===== config.mk =====
export PLATFORM = sky130hd
export DESIGN_NAME = mc_controller_flat
export DESIGN_NICKNAME = d
export VERILOG_FILES = /design/src/rtl/mc_if.sv /design/src/rtl/mc_controller.sv /design/src/flat_wrapper.sv
export SDC_FILE = /design/constraint.sdc
export NUM_CORES = 1
export LEC_CHECK = 0
export CAP_MARGIN = 10
export CORE_ASPECT_RATIO = 2
export CORE_UTILIZATION = 42
export DETAILED_ROUTE_END_ITERATION = 10
export GPL_TIMING_DRIVEN = 0
export PLACE_DENSITY = 0.69
export SYNTH_ARGS = -nofsm -noshare
export SYNTH_HDL_FRONTEND = slang
export SYNTH_SLANG_ARGS = --single-unit

===== constraint.sdc =====
create_clock -name clk -period 5.2 [get_ports clk]
set_input_delay 1.04 -clock clk [delete_from_list [all_inputs] [get_ports clk]]
set_output_delay 1.04 -clock clk [all_outputs]
set_load 0.01 [all_outputs]

===== src/rtl/mc_if.sv =====
`timescale 1ns/1ps
// Control bundle between the multicycle datapath and its controller:
// instruction fields and the ALU zero flag in, control strobes out.
interface mc_if;
  logic [5:0] opc;
  logic [5:0] func;
  logic       zero;
  logic       PCLoad;
  logic       IorD;
  logic       MemRead;
  logic       MemWrite;
  logic       IRWrite;
  logic       RegDst;
  logic       JalSig1;
  logic       MemToReg;
  logic       JalSig2;
  logic       RegWrite;
  logic       ALUSrcA;
  logic [1:0] ALUSrcB;
  logic [2:0] ALUOperation;
  logic [1:0] PCSrc;
  logic       instr_done;

  modport master (
    input  opc, func, zero,
    output PCLoad, IorD, MemRead, MemWrite, IRWrite, RegDst, JalSig1, MemToReg,
           JalSig2, RegWrite, ALUSrcA, ALUSrcB, ALUOperation, PCSrc, instr_done
  );

  modport slave (
    output opc, func, zero,
    input  PCLoad, IorD, MemRead, MemWrite, IRWrite, RegDst, JalSig1, MemToReg,
           JalSig2, RegWrite, ALUSrcA, ALUSrcB, ALUOperation, PCSrc, instr_done
  );
endinterface


===== src/rtl/mc_controller.sv =====
`timescale 1ns/1ps
// Multicycle MIPS control FSM. Outputs are registered together with the state;
// only the branch PCLoad looks at zero combinationally.
//
// state   | meaning
// IDLE    | after reset, all outputs low
// FETCH   | read instruction, PC <= PC + 4
// DECODE  | branch target into ALUOut, dispatch on opc
// R_EX    | R-type ALU operation
// R_WB    | write ALUOut to rd
// MEM_ADR | load/store address
// LW_MEM  | data memory read
// LW_WB   | write MDR to rt
// SW_MEM  | data memory write
// BEQ/BNE | compare, conditional PC <= ALUOut
// J/JAL   | jump (JAL also links r31)
// JR      | PC <= A
// I_EX    | addi/slti ALU operation
// I_WB    | write ALUOut to rt
module mc_controller (
  input  logic clk,
  input  logic rst,
  mc_if.master bus
);
  typedef enum logic [3:0] {
    IDLE, FETCH, DECODE, R_EX, R_WB, MEM_ADR, LW_MEM, LW_WB,
    SW_MEM, BEQ, BNE, J, JAL, JR, I_EX, I_WB
  } state_t;

  typedef struct packed {
    logic       pcLoad;
    logic       iorD;
    logic       memRead;
    logic       memWrite;
    logic       irWrite;
    logic       regDst;
    logic       jalSig1;
    logic       memToReg;
    logic       jalSig2;
    logic       regWrite;
    logic       aluSrcA;
    logic [1:0] aluSrcB;
    logic [2:0] aluOp;
    logic [1:0] pcSrc;
    logic       done;
    logic       isBeq;
    logic       isBne;
  } ctrl_t;

  localparam logic [2:0] ALU_AND = 3'b000;
  localparam logic [2:0] ALU_OR  = 3'b001;
  localparam logic [2:0] ALU_ADD = 3'b010;
  localparam logic [2:0] ALU_SUB = 3'b110;
  localparam logic [2:0] ALU_SLT = 3'b111;

  localparam logic [5:0] OP_RTYPE = 6'b000000;
  localparam logic [5:0] OP_LW    = 6'b100011;
  localparam logic [5:0] OP_SW    = 6'b101011;
  localparam logic [5:0] OP_BEQ   = 6'b000100;
  localparam logic [5:0] OP_BNE   = 6'b000101;
  localparam logic [5:0] OP_J     = 6'b000010;
  localparam logic [5:0] OP_JAL   = 6'b000011;
  localparam logic [5:0] OP_ADDI  = 6'b001000;
  localparam logic [5:0] OP_SLTI  = 6'b001010;
  localparam logic [5:0] FN_JR    = 6'b001000;

  state_t state;
  ctrl_t  ctrl;
  logic   armed;

  function automatic state_t dispatch(input logic [5:0] op, input logic [5:0] fn);
    state_t n;
    case (op)
      OP_RTYPE:      n = (fn == FN_JR) ? JR : R_EX;
      OP_LW, OP_SW:  n = MEM_ADR;
      OP_BEQ:        n = BEQ;
      OP_BNE:        n = BNE;
      OP_J:          n = J;
      OP_JAL:        n = JAL;
      OP_ADDI, OP_SLTI: n = I_EX;
      default:       n = FETCH;
    endcase
    return n;
  endfunction

  function automatic logic [2:0] rTypeOp(input logic [5:0] fn);
    logic [2:0] o;
    case (fn)
      6'b100010: o = ALU_SUB;
      6'b100100: o = ALU_AND;
      6'b100101: o = ALU_OR;
      6'b101010: o = ALU_SLT;
      default:   o = ALU_ADD;
    endcase
    return o;
  endfunction

  // Holding IDLE until armed puts the first FETCH on the second edge after release.
  function automatic state_t advance(input state_t s, input logic go,
                                     input logic [5:0] op, input logic [5:0] fn);
    state_t n;
    case (s)
      IDLE:    n = go ? FETCH : IDLE;
      FETCH:   n = DECODE;
      DECODE:  n = dispatch(op, fn);
      R_EX:    n = R_WB;
      MEM_ADR: n = (op == OP_LW) ? LW_MEM : SW_MEM;
      LW_MEM:  n = LW_WB;
      I_EX:    n = I_WB;
      default: n = FETCH;
    endcase
    return n;
  endfunction

  function automatic ctrl_t ctrlFor(input state_t s, input logic [5:0] op, input logic [5:0] fn);
    ctrl_t c;
    c = '0;
    case (s)
      FETCH: begin
        c.memRead = 1'b1; c.irWrite = 1'b1; c.aluSrcB = 2'b01;
        c.aluOp = ALU_ADD; c.pcLoad = 1'b1;
      end
      DECODE: begin
        c.aluSrcB = 2'b11; c.aluOp = ALU_ADD;
        c.done = (dispatch(op, fn) == FETCH);
      end
      R_EX:    begin c.aluSrcA = 1'b1; c.aluOp = rTypeOp(fn); end
      R_WB:    begin c.regDst = 1'b1; c.memToReg = 1'b1; c.regWrite = 1'b1; c.done = 1'b1; end
      MEM_ADR: begin c.aluSrcA = 1'b1; c.aluSrcB = 2'b10; c.aluOp = ALU_ADD; end
      LW_MEM:  begin c.iorD = 1'b1; c.memRead = 1'b1; end
      LW_WB:   begin c.regWrite = 1'b1; c.done = 1'b1; end
      SW_MEM:  begin c.iorD = 1'b1; c.memWrite = 1'b1; c.done = 1'b1; end
      BEQ, BNE: begin
        c.aluSrcA = 1'b1; c.aluOp = ALU_SUB; c.pcSrc = 2'b10; c.done = 1'b1;
        c.isBeq = (s == BEQ); c.isBne = (s == BNE);
      end
      J:       begin c.pcSrc = 2'b01; c.pcLoad = 1'b1; c.done = 1'b1; end
      JAL: begin
        c.pcSrc = 2'b01; c.pcLoad = 1'b1; c.jalSig1 = 1'b1; c.jalSig2 = 1'b1;
        c.regWrite = 1'b1; c.done = 1'b1;
      end
      JR:      begin c.pcSrc = 2'b11; c.pcLoad = 1'b1; c.done = 1'b1; end
      I_EX: begin
        c.aluSrcA = 1'b1; c.aluSrcB = 2'b10;
        c.aluOp = (op == OP_SLTI) ? ALU_SLT : ALU_ADD;
      end
      I_WB:    begin c.memToReg = 1'b1; c.regWrite = 1'b1; c.done = 1'b1; end
      default: c = '0;
    endcase
    return c;
  endfunction

  always_ff @(posedge clk or negedge rst) begin
    if (!rst) begin
      armed <= 1'b0;
      state <= IDLE;
      ctrl  <= '0;
    end else begin
      armed <= 1'b1;
      state <= advance(state, armed, bus.opc, bus.func);
      ctrl  <= ctrlFor(advance(state, armed, bus.opc, bus.func), bus.opc, bus.func);
    end
  end

  assign bus.PCLoad       = ctrl.pcLoad | (ctrl.isBeq & bus.zero) | (ctrl.isBne & ~bus.zero);
  assign bus.IorD         = ctrl.iorD;
  assign bus.MemRead      = ctrl.memRead;
  assign bus.MemWrite     = ctrl.memWrite;
  assign bus.IRWrite      = ctrl.irWrite;
  assign bus.RegDst       = ctrl.regDst;
  assign bus.JalSig1      = ctrl.jalSig1;
  assign bus.MemToReg     = ctrl.memToReg;
  assign bus.JalSig2      = ctrl.jalSig2;
  assign bus.RegWrite     = ctrl.regWrite;
  assign bus.ALUSrcA      = ctrl.aluSrcA;
  assign bus.ALUSrcB      = ctrl.aluSrcB;
  assign bus.ALUOperation = ctrl.aluOp;
  assign bus.PCSrc        = ctrl.pcSrc;
  assign bus.instr_done   = ctrl.done;
endmodule


===== src/flat_wrapper.sv =====
// flat-port wrapper written by rule: the top's interface ports become plain ports
module mc_controller_flat 
  (clk, rst, bus_opc, bus_func, bus_zero, bus_PCLoad, bus_IorD, bus_MemRead, bus_MemWrite, bus_IRWrite, bus_RegDst, bus_JalSig1, bus_MemToReg, bus_JalSig2, bus_RegWrite, bus_ALUSrcA, bus_ALUSrcB, bus_ALUOperation, bus_PCSrc, bus_instr_done);
  mc_if bus_i ();
  input  logic clk;
  input  logic rst;
  input wire logic [$bits(bus_i.opc)-1:0] bus_opc;
  input wire logic [$bits(bus_i.func)-1:0] bus_func;
  input wire logic [$bits(bus_i.zero)-1:0] bus_zero;
  output wire logic [$bits(bus_i.PCLoad)-1:0] bus_PCLoad;
  output wire logic [$bits(bus_i.IorD)-1:0] bus_IorD;
  output wire logic [$bits(bus_i.MemRead)-1:0] bus_MemRead;
  output wire logic [$bits(bus_i.MemWrite)-1:0] bus_MemWrite;
  output wire logic [$bits(bus_i.IRWrite)-1:0] bus_IRWrite;
  output wire logic [$bits(bus_i.RegDst)-1:0] bus_RegDst;
  output wire logic [$bits(bus_i.JalSig1)-1:0] bus_JalSig1;
  output wire logic [$bits(bus_i.MemToReg)-1:0] bus_MemToReg;
  output wire logic [$bits(bus_i.JalSig2)-1:0] bus_JalSig2;
  output wire logic [$bits(bus_i.RegWrite)-1:0] bus_RegWrite;
  output wire logic [$bits(bus_i.ALUSrcA)-1:0] bus_ALUSrcA;
  output wire logic [$bits(bus_i.ALUSrcB)-1:0] bus_ALUSrcB;
  output wire logic [$bits(bus_i.ALUOperation)-1:0] bus_ALUOperation;
  output wire logic [$bits(bus_i.PCSrc)-1:0] bus_PCSrc;
  output wire logic [$bits(bus_i.instr_done)-1:0] bus_instr_done;
  assign bus_i.opc = bus_opc;
  assign bus_i.func = bus_func;
  assign bus_i.zero = bus_zero;
  assign bus_PCLoad = bus_i.PCLoad;
  assign bus_IorD = bus_i.IorD;
  assign bus_MemRead = bus_i.MemRead;
  assign bus_MemWrite = bus_i.MemWrite;
  assign bus_IRWrite = bus_i.IRWrite;
  assign bus_RegDst = bus_i.RegDst;
  assign bus_JalSig1 = bus_i.JalSig1;
  assign bus_MemToReg = bus_i.MemToReg;
  assign bus_JalSig2 = bus_i.JalSig2;
  assign bus_RegWrite = bus_i.RegWrite;
  assign bus_ALUSrcA = bus_i.ALUSrcA;
  assign bus_ALUSrcB = bus_i.ALUSrcB;
  assign bus_ALUOperation = bus_i.ALUOperation;
  assign bus_PCSrc = bus_i.PCSrc;
  assign bus_instr_done = bus_i.instr_done;
  mc_controller u_core (.clk(clk), .rst(rst), .bus(bus_i));
endmodule

==> flow_summary.json <==
{
  "synth-main-ff-cell": "dfrtp_1",
  "ir_worst_vdd_v": 0.0003006,
  "leakage_nw": 0.7951,
  "cts_sinks": 25,
  "drive_above_1_share_pct": 11.58,
  "ff2ff_setup_slack_ns": 2.55,
  "hold_violations": 0,
  "cp_data_arrival_time_ns": 3.49,
  "drtPass1Iterations": 4,
  "slew_headroom_pct": 31.00,
  "fin_nets": 206,
  "postCtsHoldBufs": 0,
  "power_density_nw_per_um2": 469.0,
  "synth_cell_types": 45,
  "status": "completed",
  "cts_buffers": 3,
  "critPathMaxFanout": 6,
  "row_count": 29,
  "crit_buf_inv": 3,
  "clockBufferDepth": 2,
  "maxSlewViolCount": 0,
  "die_w_um": 43.10,
  "slowest_delay_ns": 0.52,
  "multiInputGateArea_um2": 668.1,
  "finalNonFillerCells": 221,
  "post_cts_buffers": 0,
  "register_area_um2": 625.6,
  "synth_common_cells": "dfrtp_1, nand2_1, nor2_1",
  "core_area_um2": 3193,
  "start_util_pct": 44.44,
  "drt_iter0_markers": 15,
  "synth_top_area_share_pct": 44.09,
  "cts_resized": 0,
  "period_share_pct": 64.80,
  "dr_wl_met2_mm": 1.864,
  "syn_to_final_growth_pct": 26.45,
  "drt-met1-wl_mm": 1.177,
  "crit_path_top_delay_cell": "or4_4",
  "cts_root_buffer": "clkbuf_8",
  "dr_total_vias": 1267,
  "tightestPinTransition_ns": 1.032,
  "cts_tree": "done",
  "drc": 0,
  "portBuffers": 29,
  "fp.dieArea_um2": 3629,
  "synth_area_per_cell_um2": 9.037,
  "critical_path.top_delay_family": "simple AND/OR/NAND/NOR gates",
  "setup_viol": 0,
  "grt_pass1_vias": 1185,
  "cp.depth": 9,
  "fin_tns_setup_ns": 0,
  "cts_htree_levels": 1,
  "synth_seq_cells": 25,
  "die_h_um": 84.20,
  "wl_met3_um": 82,
  "ioPinCount": 34,
  "fillers": 312,
  "whs_path_depth": 2,
  "top_layer_used": "met4",
  "crit_chain": "clkdlybuf4s50_1 > or4_4 > or4_4 > or2_0 > clkbuf_1 > and3_1 > clkbuf_1 > mux2i_1 > o21ai_0",
  "preCtsSetupSlack_ns": 1.576,
  "antenna_found_initial": 0,
  "async_flop_share_pct": 100.0,
  "finalCriticalPeriod_ns": 3.370,
  "synth-seq-area-share_pct": 44.09,
  "hp-class": "reg2reg",
  "reg2regPathDepth": 8,
  "cap_violations": 0,
  "place.detailed.instances": 217,
  "post_drt_wl_per_cell_um": 14.64,
  "endpoint_kind": "flop",
  "timing.clock.skew_ns": 0.005701,
  "track_usage_pct": 19.05,
  "synth_cells": 157,
  "antenna_cells": 0,
  "synth_top_cell_by_area": "dfrtp_1",
  "syn-num-nets": 172,
  "wl_mm": 3.236,
  "path_class": "in2reg",
  "setup.worst_path.start_class": "primary input",
  "fmax_mhz": 296.8,
  "grt_overflow_total": 0,
  "place_hpwl_mm": 2.549,
  "grt_pass1_wl_mm": 5.375,
  "synth_warnings": 0,
  "ant_nets": 0,
  "crit_required_ns": 5.32,
  "worst_slack_ns": 1.830,
  "place_congestion": 0.8410,
  "yosysMostFrequentCell": "dfrtp_1",
  "grt_max_degree": 26,
  "rsz0062_at_grt": "false",
  "path_clk_slew_ns": 0.08,
  "clock_latency_ns": 0.26,
  "syn-cell-area_um2": 1419,
  "ys_top_cells_by_area": "dfrtp_1, buf_4, nand2_1",
  "viasPerCell": 5.733,
  "synth_edf_count": 0
}
[cells in the final DEF (no fill, tap or decap), types with 3 or more instances in the layout]
| cell type | instances |
|---|---|
| buf_4 | 8 |
| clkbuf_1 | 8 |
| and3_1 | 4 |
| nand4_1 | 3 |
| o21ai_0 | 5 |
| a21oi_1 | 8 |
| nand2b_1 | 5 |
| dfrtp_1 | 25 |
| clkbuf_8 | 3 |
| nand2_1 | 11 |
| nand3_1 | 7 |
| clkdlybuf4s50_1 | 29 |
| inv_1 | 7 |
| nor3_1 | 8 |
| mux2i_1 | 4 |
| nor2_1 | 10 |
| nor4b_1 | 3 |
| nor3b_1 | 3 |
[final timing paths]
check / start / to
min in group asynchronous: rst / u_core.bus.MemToReg
max reg2reg: u_core.state[3] / u_core.bus.ALUSrcB[1]
max in group asynchronous: rst / u_core.bus.ALUSrcB[1]
min reg2reg: u_core.state[0] / u_core.bus.IorD
max: bus_opc[4] / u_core.bus.ALUSrcB[1]
min: u_core.state[0] / u_core.bus.IorD
[power by group]
part | switching [mW] | total [mW] | internal, mW
logic | 0.239 | 0.449 | 0.210
registers | 0.0301 | 0.283 | 0.252
clock network | 0.0569 | 0.110 | 0.0534
total | 0.326 | 0.842 | 0.516
[routing by layer]
metal	global-route usage [%]	vias up
li1	-	613
met1	19.81	613
met2	35.55	33
met3	1.290	8
met4	10.19	0
met5	0	-
[logic make-up (layout without fill, tap and decap cells)]
kind of cell | count (synthesis) | count (layout) | share of synthesized area [%]
AOI/OAI and AO/OA | 31 | 31 | 14.73
xor gates and xnor gates | 2 | 2 | 1.235
buffers and inverters | 25 | 58 | 8.818
DFF | 25 | 25 | 44.09
muxes | 4 | 4 | 2.822
other | 1 | 1 | 0.2643
and+or+nand+nor | 69 | 69 | 28.04
[tightest hold or removal path, stage by stage, from the launching register on]
cell	delay, ns
dfrtp_1	0.46
nand2_1	0.11
nor2_1	0.06
[state kept, by name, summed over array words and instances (netlist names)]
signal and flops:
u_core.state 4, u_core.bus.MemRead 1, u_core.ctrl 3, u_core.bus.MemWrite 1, u_core.bus.RegWrite 1, u_core.bus.PCSrc 2
u_core.bus.RegDst 1, u_core.bus.MemToReg 1, u_core.bus.IorD 1, u_core.bus.ALUSrcB 2, u_core.armed 1, u_core.bus.ALUSrcA 1
u_core.bus.ALUOperation 3, u_core.bus.JalSig1 1, u_core.bus.IRWrite 1, u_core.bus.instr_done 1
[layout make-up]
type                       instances  area share, %
clock buffer                       3          2.301
clock inverter                     1         0.2789
tap                               31          2.162
buffer                            17          5.300
timing repair buffer              29          16.18
sequential                        25          34.87
inverter                           8          1.674
multi-input combinational        107          37.24
[metrics by stage]
step | instance area [µm²] | power [mW] | hold slack, ns | utilization [%]
after global placement | 1748 | 0.7176 | 0.6348 | 54.74
after detailed placement | 1748 | 0.7297 | 0.6463 | 54.74
after floorplan | 1419 | 0.5681 | 0.5854 | -
after global routing | 1794 | 0.9051 | 0.6909 | 56.19
after CTS | 1794 | 0.8403 | 0.6625 | 56.19
final | 1794 | 0.8415 | 0.6623 | 56.19
Power figures use the tool's default switching activity.
